## src/rtl/pulse_event_counter.sv

```systemverilog
//============================================================================
// Module   : pulse_event_counter
// Brief    : Synchronises an asynchronous pulse train, counts rising edges,
//            and raises sticky threshold-interrupt and overflow flags.
//            Optional build macro PEC_SATURATE_EN: saturate instead of wrap.
// Revision : 1.0 - initial release
//============================================================================
`timescale 1ns/1ps
`default_nettype none

module pulse_event_counter #(
  parameter int W           = 8,
  parameter int SYNC_STAGES = 2
) (
  input  logic         clk,
  input  logic         rst,
  input  logic         pulse_in,
  input  logic         clear,
  input  logic [W-1:0] threshold,
  input  logic         ack,
  output logic [W-1:0] count,
  output logic         irq,
  output logic         overflow,
  output logic [1:0]   state
);

  typedef enum logic [1:0] {
    ST_IDLE  = 2'd0,
    ST_RUN   = 2'd1,
    ST_ALERT = 2'd2
  } state_t;

  localparam logic [W-1:0] C_ONE  = {{(W-1){1'b0}}, 1'b1};
  localparam logic [W-1:0] C_MAX  = {W{1'b1}};
  localparam logic [W-1:0] C_ZERO = {W{1'b0}};

  logic [SYNC_STAGES-1:0] r_sync;
  logic                   r_prev;
  logic [W-1:0]           r_count;
  logic                   r_irq;
  logic                   r_ovf;
  state_t                 r_state;

  logic                   w_edge;
  logic                   w_inc;
  logic                   w_hit;
  logic [W-1:0]           w_count_nxt;
  logic                   w_irq_nxt;
  logic                   w_ovf_nxt;
  state_t                 w_state_nxt;

  // pulse_in is asynchronous: only the last synchroniser stage is trusted
  always_ff @(posedge clk or posedge rst) begin
    if (rst) begin
      r_sync <= {SYNC_STAGES{1'b0}};
      r_prev <= 1'b0;
    end else begin
      r_sync <= {r_sync[SYNC_STAGES-2:0], pulse_in};
      r_prev <= r_sync[SYNC_STAGES-1];
    end
  end

  assign w_edge = r_sync[SYNC_STAGES-1] & ~r_prev;

  always_comb begin
    w_count_nxt = r_count;
    w_ovf_nxt   = r_ovf;
    w_inc       = 1'b0;
    if (w_edge) begin
`ifdef PEC_SATURATE_EN
      if (r_count == C_MAX) begin
        w_ovf_nxt = 1'b1;
      end else begin
        w_count_nxt = r_count + C_ONE;
        w_inc       = 1'b1;
      end
`else
      w_count_nxt = r_count + C_ONE;
      w_inc       = 1'b1;
      if (r_count == C_MAX) begin
        w_ovf_nxt = 1'b1;
      end
`endif
    end
    // Compare only on increment edges so a lowered threshold stays quiet
    w_hit = w_inc && (threshold != C_ZERO) && (w_count_nxt == threshold);
    if (w_hit) begin
      w_irq_nxt = 1'b1;
    end else if (ack) begin
      w_irq_nxt = 1'b0;
    end else begin
      w_irq_nxt = r_irq;
    end
    if (clear) begin
      w_count_nxt = C_ZERO;
      w_ovf_nxt   = 1'b0;
      w_irq_nxt   = 1'b0;
    end
  end

  always_comb begin
    w_state_nxt = r_state;
    case (r_state)
      ST_IDLE: begin
        if (w_edge) begin
          w_state_nxt = w_irq_nxt ? ST_ALERT : ST_RUN;
        end
      end
      ST_RUN: begin
        if (w_irq_nxt) begin
          w_state_nxt = ST_ALERT;
        end
      end
      ST_ALERT: begin
        if (!w_irq_nxt) begin
          w_state_nxt = ST_RUN;
        end
      end
      default: w_state_nxt = ST_IDLE;
    endcase
    if (clear) begin
      w_state_nxt = ST_IDLE;
    end
  end

  always_ff @(posedge clk or posedge rst) begin
    if (rst) begin
      r_count <= C_ZERO;
      r_irq   <= 1'b0;
      r_ovf   <= 1'b0;
      r_state <= ST_IDLE;
    end else begin
      r_count <= w_count_nxt;
      r_irq   <= w_irq_nxt;
      r_ovf   <= w_ovf_nxt;
      r_state <= w_state_nxt;
    end
  end

  assign count    = r_count;
  assign irq      = r_irq;
  assign overflow = r_ovf;
  assign state    = r_state;

endmodule

`default_nettype wire

```

## config.mk

```make
export PLATFORM = sky130hd
export DESIGN_NAME = pulse_event_counter
export DESIGN_NICKNAME = d
export VERILOG_FILES = /design/src/rtl/pulse_event_counter.sv
export SDC_FILE = /design/constraint.sdc
export NUM_CORES = 1
export LEC_CHECK = 0
export CELL_PAD_IN_SITES_DETAIL_PLACEMENT = 0
export CELL_PAD_IN_SITES_GLOBAL_PLACEMENT = 2
export CORE_MARGIN = 2
export CORE_UTILIZATION = 28
export DETAILED_ROUTE_END_ITERATION = 8
export GPL_TIMING_DRIVEN = 0
export PLACE_DENSITY = 0.75
export SKIP_CTS_REPAIR_TIMING = 1
export SYNTH_ARGS = -nofsm -noshare
export SYNTH_HDL_FRONTEND = slang
export SYNTH_SLANG_ARGS = --single-unit
```

## constraint.sdc

```tcl
create_clock -name clk -period 2.89 [get_ports clk]
set_input_delay 0.578 -clock clk [delete_from_list [all_inputs] [get_ports clk]]
set_output_delay 0.578 -clock clk [all_outputs]
set_load 0.02 [all_outputs]
```

==> results of run 1 <==
[placed cells by master, fill, tap and decap left out, types with 2 or more instances in the layout]
cell type	n
sky130_fd_sc_hd__xnor2_1	6
sky130_fd_sc_hd__buf_6	2
sky130_fd_sc_hd__dfrtp_1	15
sky130_fd_sc_hd__nand3b_1	2
sky130_fd_sc_hd__a21oi_1	2
sky130_fd_sc_hd__xor2_1	4
sky130_fd_sc_hd__clkdlybuf4s50_1	24
sky130_fd_sc_hd__nor3b_1	3
sky130_fd_sc_hd__nor2_1	12
sky130_fd_sc_hd__inv_1	4
sky130_fd_sc_hd__nor4_1	2
sky130_fd_sc_hd__nand4_1	3
sky130_fd_sc_hd__clkbuf_4	4
sky130_fd_sc_hd__nand2_1	6
[stage by stage]
stage | utilization (%) | std cells | hold WS, ns | power (mW)
2_1_floorplan | - | 87 | 0.331 | 0.254
3_3_place_gp | 39.0 | 155 | 0.334 | 0.286
3_5_place_dp | 39.0 | 155 | 0.337 | 0.287
4_1_cts | 40.0 | 159 | 0.360 | 0.412
5_1_grt | 40.0 | 159 | 0.381 | 0.426
6_report | 40.0 | 159 | 0.358 | 0.403
[where the power goes]
group	switching (mW)	internal, mW	leakage [nW]
registers	0.00466	0.215	0.201
logic	0.0288	0.0339	0.259
clock network	0.0683	0.0525	0.0139
[worst paths after layout]
path | startpoint | end | slack (ns) | depth (start not counted)
worst max-delay path | count[0] | state[1] | 0.39 | 7
worst min-delay path | r_sync[0] | r_sync[1] | 0.36 | 0
worst max register to register | count[0] | state[1] | 0.39 | 7
worst min register to register | r_sync[0] | r_sync[1] | 0.36 | 0
max in group asynchronous | rst | count[6] | 1.88 | 2
min in group asynchronous | rst | r_sync[0] | 0.63 | 2
[state kept, by name (all words and copies together), names as in the netlist]
signal    flops
irq           1
state         2
overflow      1
count         8
r_prev        1
r_sync        2
[kinds of logic (layout without fill, tap and decap cells)]
group / Yosys count / after routing / synth area share [%]
flops: 15 / 15 / 42.4
fa+ha+maj: 1 / 1 / 1.41
mux: 1 / 1 / 1.13
xor+xnor: 11 / 11 / 12.4
buf+inv: 8 / 36 / 5.52
compound gates: 11 / 11 / 10.6
simple gates: 40 / 40 / 26.5
[layout make-up]
cell class              instances  area share [%]
clock inverters                 1           0.620
inverters                       4            1.24
clock buffers                   3            1.86
plain buffers                   4            2.79
multi-input cells              64            38.1
well taps                      44            4.55
repair buffers                 24            19.9
flip-flops and latches         15            31.0
[worst reg2reg max path: cells and delay by family (launching register included)]
family | cells | cell delay, ns
AND/OR/NAND/NOR | 3 | 1.01
AO/OA/AOI/OAI | 2 | 0.45
adder cells (fa/ha/maj) | 1 | 0.36
flip-flops | 1 | 0.46
XOR/XNOR | 1 | 0.16
[routing by layer]
metal  vias up  track usage [%]
met5         -                0
met1       341             16.9
li1        364                -
met3         2             1.08
met2        13             18.0
met4         0             8.89
==> flow_results.xml, run 1 <==
<?xml version="1.0" encoding="UTF-8"?>
<metrics>
  <group name="clock_network">
    <metric name="tritoncts" unit="">done</metric>
    <metric name="clock_insertion_delay_worst_skew" unit="ns">0.28</metric>
    <metric name="clock_tree.root_cell" unit="">sky130_fd_sc_hd__clkbuf_4</metric>
    <metric name="ctsLongestPathBuffers" unit="">2</metric>
    <metric name="path_clk_slew" unit="ns">0.09</metric>
    <metric name="cts-buffers-inserted" unit="">3</metric>
    <metric name="clock_sinks" unit="">15</metric>
    <metric name="h_tree_depth" unit="">1</metric>
  </group>
  <group name="sta">
    <metric name="setup_viol" unit="">0</metric>
    <metric name="max-slew-margin-rel" unit="%">62.8</metric>
    <metric name="drv_slew" unit="">0</metric>
    <metric name="fin_crit_sh" unit="%">86.6</metric>
    <metric name="postLayoutSetupSlackWorst" unit="ns">0.387</metric>
    <metric name="clock.fmax" unit="MHz">400</metric>
    <metric name="layout_min_cycle_time" unit="ns">2.50</metric>
    <metric name="slew_at_the_pin_with_the_worst_max_slew_slack" unit="ns">0.557</metric>
    <metric name="timing.clock.skew" unit="ns">0.00687</metric>
    <metric name="finalSetupTns" unit="ns">0</metric>
    <metric name="timing_hold_violations_final" unit="">0</metric>
    <metric name="rsz_0062_raised_after_global_routing" unit="">no</metric>
  </group>
  <group name="die">
    <metric name="core.rowCount" unit="">20</metric>
    <metric name="die_h" unit="um">60.2</metric>
    <metric name="dieArea" unit="um2">3620</metric>
    <metric name="design.portCount" unit="">25</metric>
    <metric name="initial_utilization" unit="%">29.2</metric>
    <metric name="design.core.area" unit="um2">3030</metric>
    <metric name="die_width" unit="um">60.2</metric>
  </group>
  <group name="worst_setup_path">
    <metric name="crit_fanout" unit="">5</metric>
    <metric name="cp_top_family" unit="">simple AND/OR/NAND/NOR gates</metric>
    <metric name="cp_slowest_stage_delay" unit="ns">0.58</metric>
    <metric name="critPathArrivalTime" unit="ns">2.73</metric>
    <metric name="combined_buffer_and_inverter_count_along_the_critical_path" unit="">0</metric>
    <metric name="critical_path.startpoint_type" unit="">register</metric>
    <metric name="path_class" unit="">register to register</metric>
    <metric name="crit_chain" unit="">ha_1 -&gt; xor2_1 -&gt; nor4b_2 -&gt; o41ai_1 -&gt; or4b_1 -&gt; o32ai_2 -&gt; and3b_1</metric>
    <metric name="worstPathRequired" unit="ns">3.12</metric>
    <metric name="critical-path-slowest-cell" unit="">sky130_fd_sc_hd__or4b_1</metric>
    <metric name="cp-end-kind" unit="">register</metric>
  </group>
  <group name="flow_run">
    <metric name="drv.max_cap_violation_count" unit="">0</metric>
  </group>
  <group name="global_routing">
    <metric name="grt_start_max_net_pins" unit="">16</metric>
    <metric name="total_routing_resource_utilization_after_global_routing" unit="%">12.3</metric>
    <metric name="grt_overflow" unit="">0</metric>
    <metric name="grt_pass1_wl" unit="mm">3.30</metric>
    <metric name="first_global_vias" unit="">753</metric>
    <metric name="grt_antenna_before_repair" unit="">0</metric>
  </group>
  <group name="routing">
    <metric name="routed_wirelength" unit="mm">2.01</metric>
    <metric name="routed-via-count" unit="">720</metric>
    <metric name="uppermost_layer_routed" unit="">met4</metric>
    <metric name="avgViaCountPerCell" unit="">4.53</metric>
    <metric name="firstDrtPassIters" unit="">3</metric>
    <metric name="drt_iter0_drc" unit="">13</metric>
    <metric name="routed-wl-met3" unit="um">45</metric>
    <metric name="wirelength_met1" unit="mm">1.01</metric>
    <metric name="post-route-drc-count" unit="">0</metric>
    <metric name="wl_met2" unit="um">925</metric>
    <metric name="ant_nets" unit="">0</metric>
    <metric name="wl_per_cell" unit="um">12.6</metric>
  </group>
  <group name="min_path">
    <metric name="holdCritPathClass" unit="">register to register</metric>
  </group>
  <group name="placed_design">
    <metric name="detailed_place_hpwl" unit="mm">1.56</metric>
    <metric name="globalplace.congestion" unit="">0.751</metric>
    <metric name="preCtsSetupSlack" unit="ns">0.119</metric>
    <metric name="placed_instance_area" unit="um2">1180</metric>
    <metric name="io_buf_count" unit="">24</metric>
  </group>
  <group name="logic_synthesis">
    <metric name="synth_async_sr_flop_share" unit="%">100</metric>
    <metric name="synth_largest_area_cell" unit="">sky130_fd_sc_hd__dfrtp_1</metric>
    <metric name="synthesis.area_per_instance" unit="um2">10.2</metric>
    <metric name="synth_area_leaders" unit="">sky130_fd_sc_hd__dfrtp_1 42%, sky130_fd_sc_hd__xnor2_1 5.9%, sky130_fd_sc_hd__nor2_1 5.1%, sky130_fd_sc_hd__xor2_1 4.0%, sky130_fd_sc_hd__buf_6 2.5%</metric>
    <metric name="yosys_register_bits" unit="">15</metric>
    <metric name="most_frequent_cell_after_synthesis" unit="">sky130_fd_sc_hd__dfrtp_1</metric>
    <metric name="post_synth_num_cell_types" unit="">38</metric>
    <metric name="synth_warnings" unit="">0</metric>
    <metric name="mappedNetlistArea" unit="um2">885</metric>
    <metric name="netlist_instances" unit="">87</metric>
    <metric name="edff_count_synth" unit="">0</metric>
    <metric name="yosysSeqAreaShare" unit="%">42.4</metric>
    <metric name="postSynth.topFlopCell" unit="">sky130_fd_sc_hd__dfrtp_1</metric>
    <metric name="synth_commonest_cells" unit="">15 x sky130_fd_sc_hd__dfrtp_1, 12 x sky130_fd_sc_hd__nor2_1, 6 x sky130_fd_sc_hd__nand2_1, 6 x sky130_fd_sc_hd__xnor2_1</metric>
    <metric name="synthesis.nets" unit="">101</metric>
    <metric name="synth_largest_type_area_fraction" unit="%">42.4</metric>
  </group>
  <group name="power_and_ir_drop">
    <metric name="static-leakage-power" unit="nW">0.474</metric>
    <metric name="power.ir.vdd_worst" unit="uV">240</metric>
    <metric name="p_per_area" unit="nW/um2">333</metric>
  </group>
  <group name="cells_and_area">
    <metric name="fraction_of_final_layout_cells_with_drive_strength_greater_than_1" unit="%">9.57</metric>
    <metric name="multi_input_gate_area" unit="um2">460</metric>
    <metric name="layout.nets" unit="">130</metric>
    <metric name="antennaDiodeCount" unit="">0</metric>
    <metric name="final.fill_count" unit="">317</metric>
    <metric name="ff_latch_area" unit="um2">375</metric>
    <metric name="stdcell_area" unit="um2">1210</metric>
    <metric name="area_growth_syn_to_layout" unit="%">36.8</metric>
  </group>
  <group name="outcome">
    <metric name="result_of_the_run" unit="">completed</metric>
  </group>
</metrics>
Power figures use the tool's default switching activity.
==> inputs of run 2 (changes only) <==
--- a/config.mk
+++ b/config.mk
@@ -13,6 +13,7 @@
 export GPL_TIMING_DRIVEN = 0
 export PLACE_DENSITY = 0.75
 export SKIP_CTS_REPAIR_TIMING = 1
+export SLEW_MARGIN = 20
 export SYNTH_ARGS = -nofsm -noshare
 export SYNTH_HDL_FRONTEND = slang
 export SYNTH_SLANG_ARGS = --single-unit
==> results of run 2 <==
No change in the layout: final DEF, timing and power equal those of run 1.
==> inputs of run 3 (changes only) <==
--- a/config.mk
+++ b/config.mk
@@ -10,7 +10,6 @@
 export CORE_MARGIN = 2
 export CORE_UTILIZATION = 28
 export DETAILED_ROUTE_END_ITERATION = 8
-export GPL_TIMING_DRIVEN = 0
 export PLACE_DENSITY = 0.75
 export SKIP_CTS_REPAIR_TIMING = 1
 export SLEW_MARGIN = 20
==> run 3 against run 2 <==
Highest routed layer unchanged. Largest cell class unchanged. Critical path depth unchanged. Design area decreased by 3.0%. Critical path type is now input port to register. Sequential power about the same. Flip-flop and latch count unchanged. Global-route usage decreased by 0.23 points. Total power decreased by 1.5%. Non-clock buffer count decreased by 4. Maximum frequency increased by 2.7%. Sequential share of layout area increased by 0.96 points. Clock skew decreased by 0.0049 ns.
==> flow_results.xml, run 3 (same netlist as run 1, synthesis figures left out) <==
<?xml version="1.0" encoding="UTF-8"?>
<metrics>
  <group name="global_routing">
    <metric name="grt_overflow" unit="">0</metric>
    <metric name="grt_antenna_before_repair" unit="">0</metric>
    <metric name="first_global_vias" unit="">699</metric>
    <metric name="total_routing_resource_utilization_after_global_routing" unit="%">12.1</metric>
    <metric name="grt_start_max_net_pins" unit="">16</metric>
    <metric name="grt_pass1_wl" unit="mm">3.21</metric>
  </group>
  <group name="sta">
    <metric name="timing_hold_violations_final" unit="">0</metric>
    <metric name="slew_at_the_pin_with_the_worst_max_slew_slack" unit="ns">0.558</metric>
    <metric name="fin_crit_sh" unit="%">84.3</metric>
    <metric name="layout_min_cycle_time" unit="ns">2.44</metric>
    <metric name="clock.fmax" unit="MHz">410</metric>
    <metric name="timing.clock.skew" unit="ns">0.00201</metric>
    <metric name="finalSetupTns" unit="ns">0</metric>
    <metric name="drv_slew" unit="">0</metric>
    <metric name="rsz_0062_raised_after_global_routing" unit="">no</metric>
    <metric name="max-slew-margin-rel" unit="%">62.8</metric>
    <metric name="setup_viol" unit="">0</metric>
  </group>
  <group name="die">
    <metric name="initial_utilization" unit="%">29.2</metric>
    <metric name="core.rowCount" unit="">20</metric>
    <metric name="die_width" unit="um">60.2</metric>
    <metric name="dieArea" unit="um2">3620</metric>
    <metric name="die_h" unit="um">60.2</metric>
    <metric name="design.core.area" unit="um2">3030</metric>
    <metric name="design.portCount" unit="">25</metric>
  </group>
  <group name="cells_and_area">
    <metric name="mostFrequentLayoutCell" unit="">sky130_fd_sc_hd__clkdlybuf4s50_1</metric>
    <metric name="ff_latch_area" unit="um2">375</metric>
    <metric name="stdcell_area" unit="um2">1170</metric>
    <metric name="largest_reg_flops" unit="">8</metric>
    <metric name="antennaDiodeCount" unit="">0</metric>
    <metric name="layout.cells.most_common_list" unit="">24 x sky130_fd_sc_hd__clkdlybuf4s50_1, 15 x sky130_fd_sc_hd__dfrtp_1, 12 x sky130_fd_sc_hd__nor2_1</metric>
    <metric name="multi_input_gate_area" unit="um2">460</metric>
    <metric name="area_growth_syn_to_layout" unit="%">32.7</metric>
    <metric name="final.fill_count" unit="">309</metric>
    <metric name="fraction_of_final_layout_cells_with_drive_strength_greater_than_1" unit="%">7.21</metric>
    <metric name="layout.nets" unit="">126</metric>
  </group>
  <group name="worst_setup_path">
    <metric name="critical_path.startpoint_type" unit="">input port</metric>
    <metric name="cp_slowest_stage_delay" unit="ns">0.56</metric>
    <metric name="critPathArrivalTime" unit="ns">2.66</metric>
    <metric name="timing.rr.end" unit="">state[1]</metric>
    <metric name="path_class" unit="">input port to register</metric>
    <metric name="cp-end-kind" unit="">register</metric>
    <metric name="worstPathRequired" unit="ns">3.11</metric>
    <metric name="crit_chain" unit="">clkdlybuf4s50_1 -&gt; nand3b_1 -&gt; a32oi_1 -&gt; o311ai_0 -&gt; or4b_1 -&gt; o32ai_2 -&gt; and3b_1</metric>
    <metric name="critical-path-slowest-cell" unit="">sky130_fd_sc_hd__or4b_1</metric>
    <metric name="rrSetupSlack" unit="ns">0.45</metric>
    <metric name="timing.rr.start" unit="">count[0]</metric>
    <metric name="rr_worst_depth" unit="">7</metric>
    <metric name="crit_fanout" unit="">5</metric>
  </group>
  <group name="clock_network">
    <metric name="h_tree_depth" unit="">1</metric>
    <metric name="cts-buffers-inserted" unit="">3</metric>
    <metric name="ctsLongestPathBuffers" unit="">2</metric>
    <metric name="clock_tree.root_cell" unit="">sky130_fd_sc_hd__clkbuf_4</metric>
    <metric name="clock_sinks" unit="">15</metric>
    <metric name="path_clk_slew" unit="ns">0.09</metric>
    <metric name="tritoncts" unit="">done</metric>
    <metric name="clock_insertion_delay_worst_skew" unit="ns">0.28</metric>
  </group>
  <group name="routing">
    <metric name="ant_nets" unit="">0</metric>
    <metric name="drt_iter0_drc" unit="">24</metric>
    <metric name="routed-via-count" unit="">724</metric>
    <metric name="avgViaCountPerCell" unit="">4.67</metric>
    <metric name="firstDrtPassIters" unit="">4</metric>
    <metric name="post-route-drc-count" unit="">0</metric>
    <metric name="wl_per_cell" unit="um">12.6</metric>
    <metric name="routed_wirelength" unit="mm">1.95</metric>
  </group>
  <group name="min_path">
    <metric name="worst_hold_path_cells" unit="">0</metric>
    <metric name="holdCritStartpoint" unit="">r_sync[0]</metric>
    <metric name="hold_path_end" unit="">r_sync[1]</metric>
    <metric name="holdCritPathClass" unit="">register to register</metric>
  </group>
  <group name="outcome">
    <metric name="result_of_the_run" unit="">completed</metric>
  </group>
  <group name="power_and_ir_drop">
    <metric name="p_per_area" unit="nW/um2">338</metric>
    <metric name="power.ir.vdd_worst" unit="uV">229</metric>
    <metric name="static-leakage-power" unit="nW">0.459</metric>
  </group>
  <group name="placed_design">
    <metric name="placed_instance_area" unit="um2">1150</metric>
    <metric name="globalplace.congestion" unit="">0.758</metric>
    <metric name="detailed_place_hpwl" unit="mm">1.51</metric>
    <metric name="io_buf_count" unit="">24</metric>
  </group>
  <group name="flow_run">
    <metric name="drv.max_cap_violation_count" unit="">0</metric>
  </group>
</metrics>
==> run 3: cell type report <==
class                      count  area share, %
timing repair buffer          24           20.5
inverter                       4           1.28
clock buffer                   3           1.92
tap                           44           4.69
sequential                    15           32.0
multi-input combinational     64           39.2
clock inverter                 1          0.426
==> run 3: layer usage <==
layer | GRT usage [%] | share of wire (%) | vias up
li1 | - | - | 362
met1 | 17.5 | 49 | 338
met2 | 16.5 | 45 | 20
met3 | 1.52 | 4.5 | 4
met4 | 8.25 | 1.8 | 0
met5 | 0 | 0 | -
==> run 3: where the power goes <==
part | total, mW | leakage [nW] | switching [mW] | internal [mW]
logic | 0.0614 | 0.240 | 0.0280 | 0.0335
clock network | 0.116 | 0.0177 | 0.0645 | 0.0513
registers | 0.219 | 0.201 | 0.00489 | 0.215
==> run 3: worst max-delay path, delay by kind of cell <==
kind                   cells  cell delay (ns)
and+or+nand+nor            3             0.94
buffers and inverters      1             0.48
AOI/OAI and AO/OA          3             0.66
==> run 3: worst max-delay path by stage <==
stage | end | cells past startpoint | slack, ns | startpoint
2_1_floorplan | state[1] | 7 | 0.56 | count[0]
6_report | state[1] | 7 | 0.45 | threshold[3]
3_3_place_gp | state[1] | 7 | 0.12 | threshold[3]
3_5_place_dp | state[1] | 7 | 0.19 | threshold[0]
5_1_grt | state[1] | 7 | 0.27 | count[0]
4_1_cts | state[1] | 7 | 0.46 | count[0]
==> run 3: stage by stage <==
step | hold slack [ns] | total power [mW] | cells | utilization [%] | setup WS, ns
floorplan | 0.331 | 0.254 | 87 | - | 0.565
global placement | 0.334 | 0.286 | 151 | 37.9 | 0.118
detailed placement | 0.338 | 0.286 | 151 | 37.9 | 0.189
CTS | 0.359 | 0.405 | 155 | 38.8 | 0.458
global route | 0.380 | 0.421 | 155 | 38.8 | 0.274
finish | 0.355 | 0.397 | 155 | 38.8 | 0.453
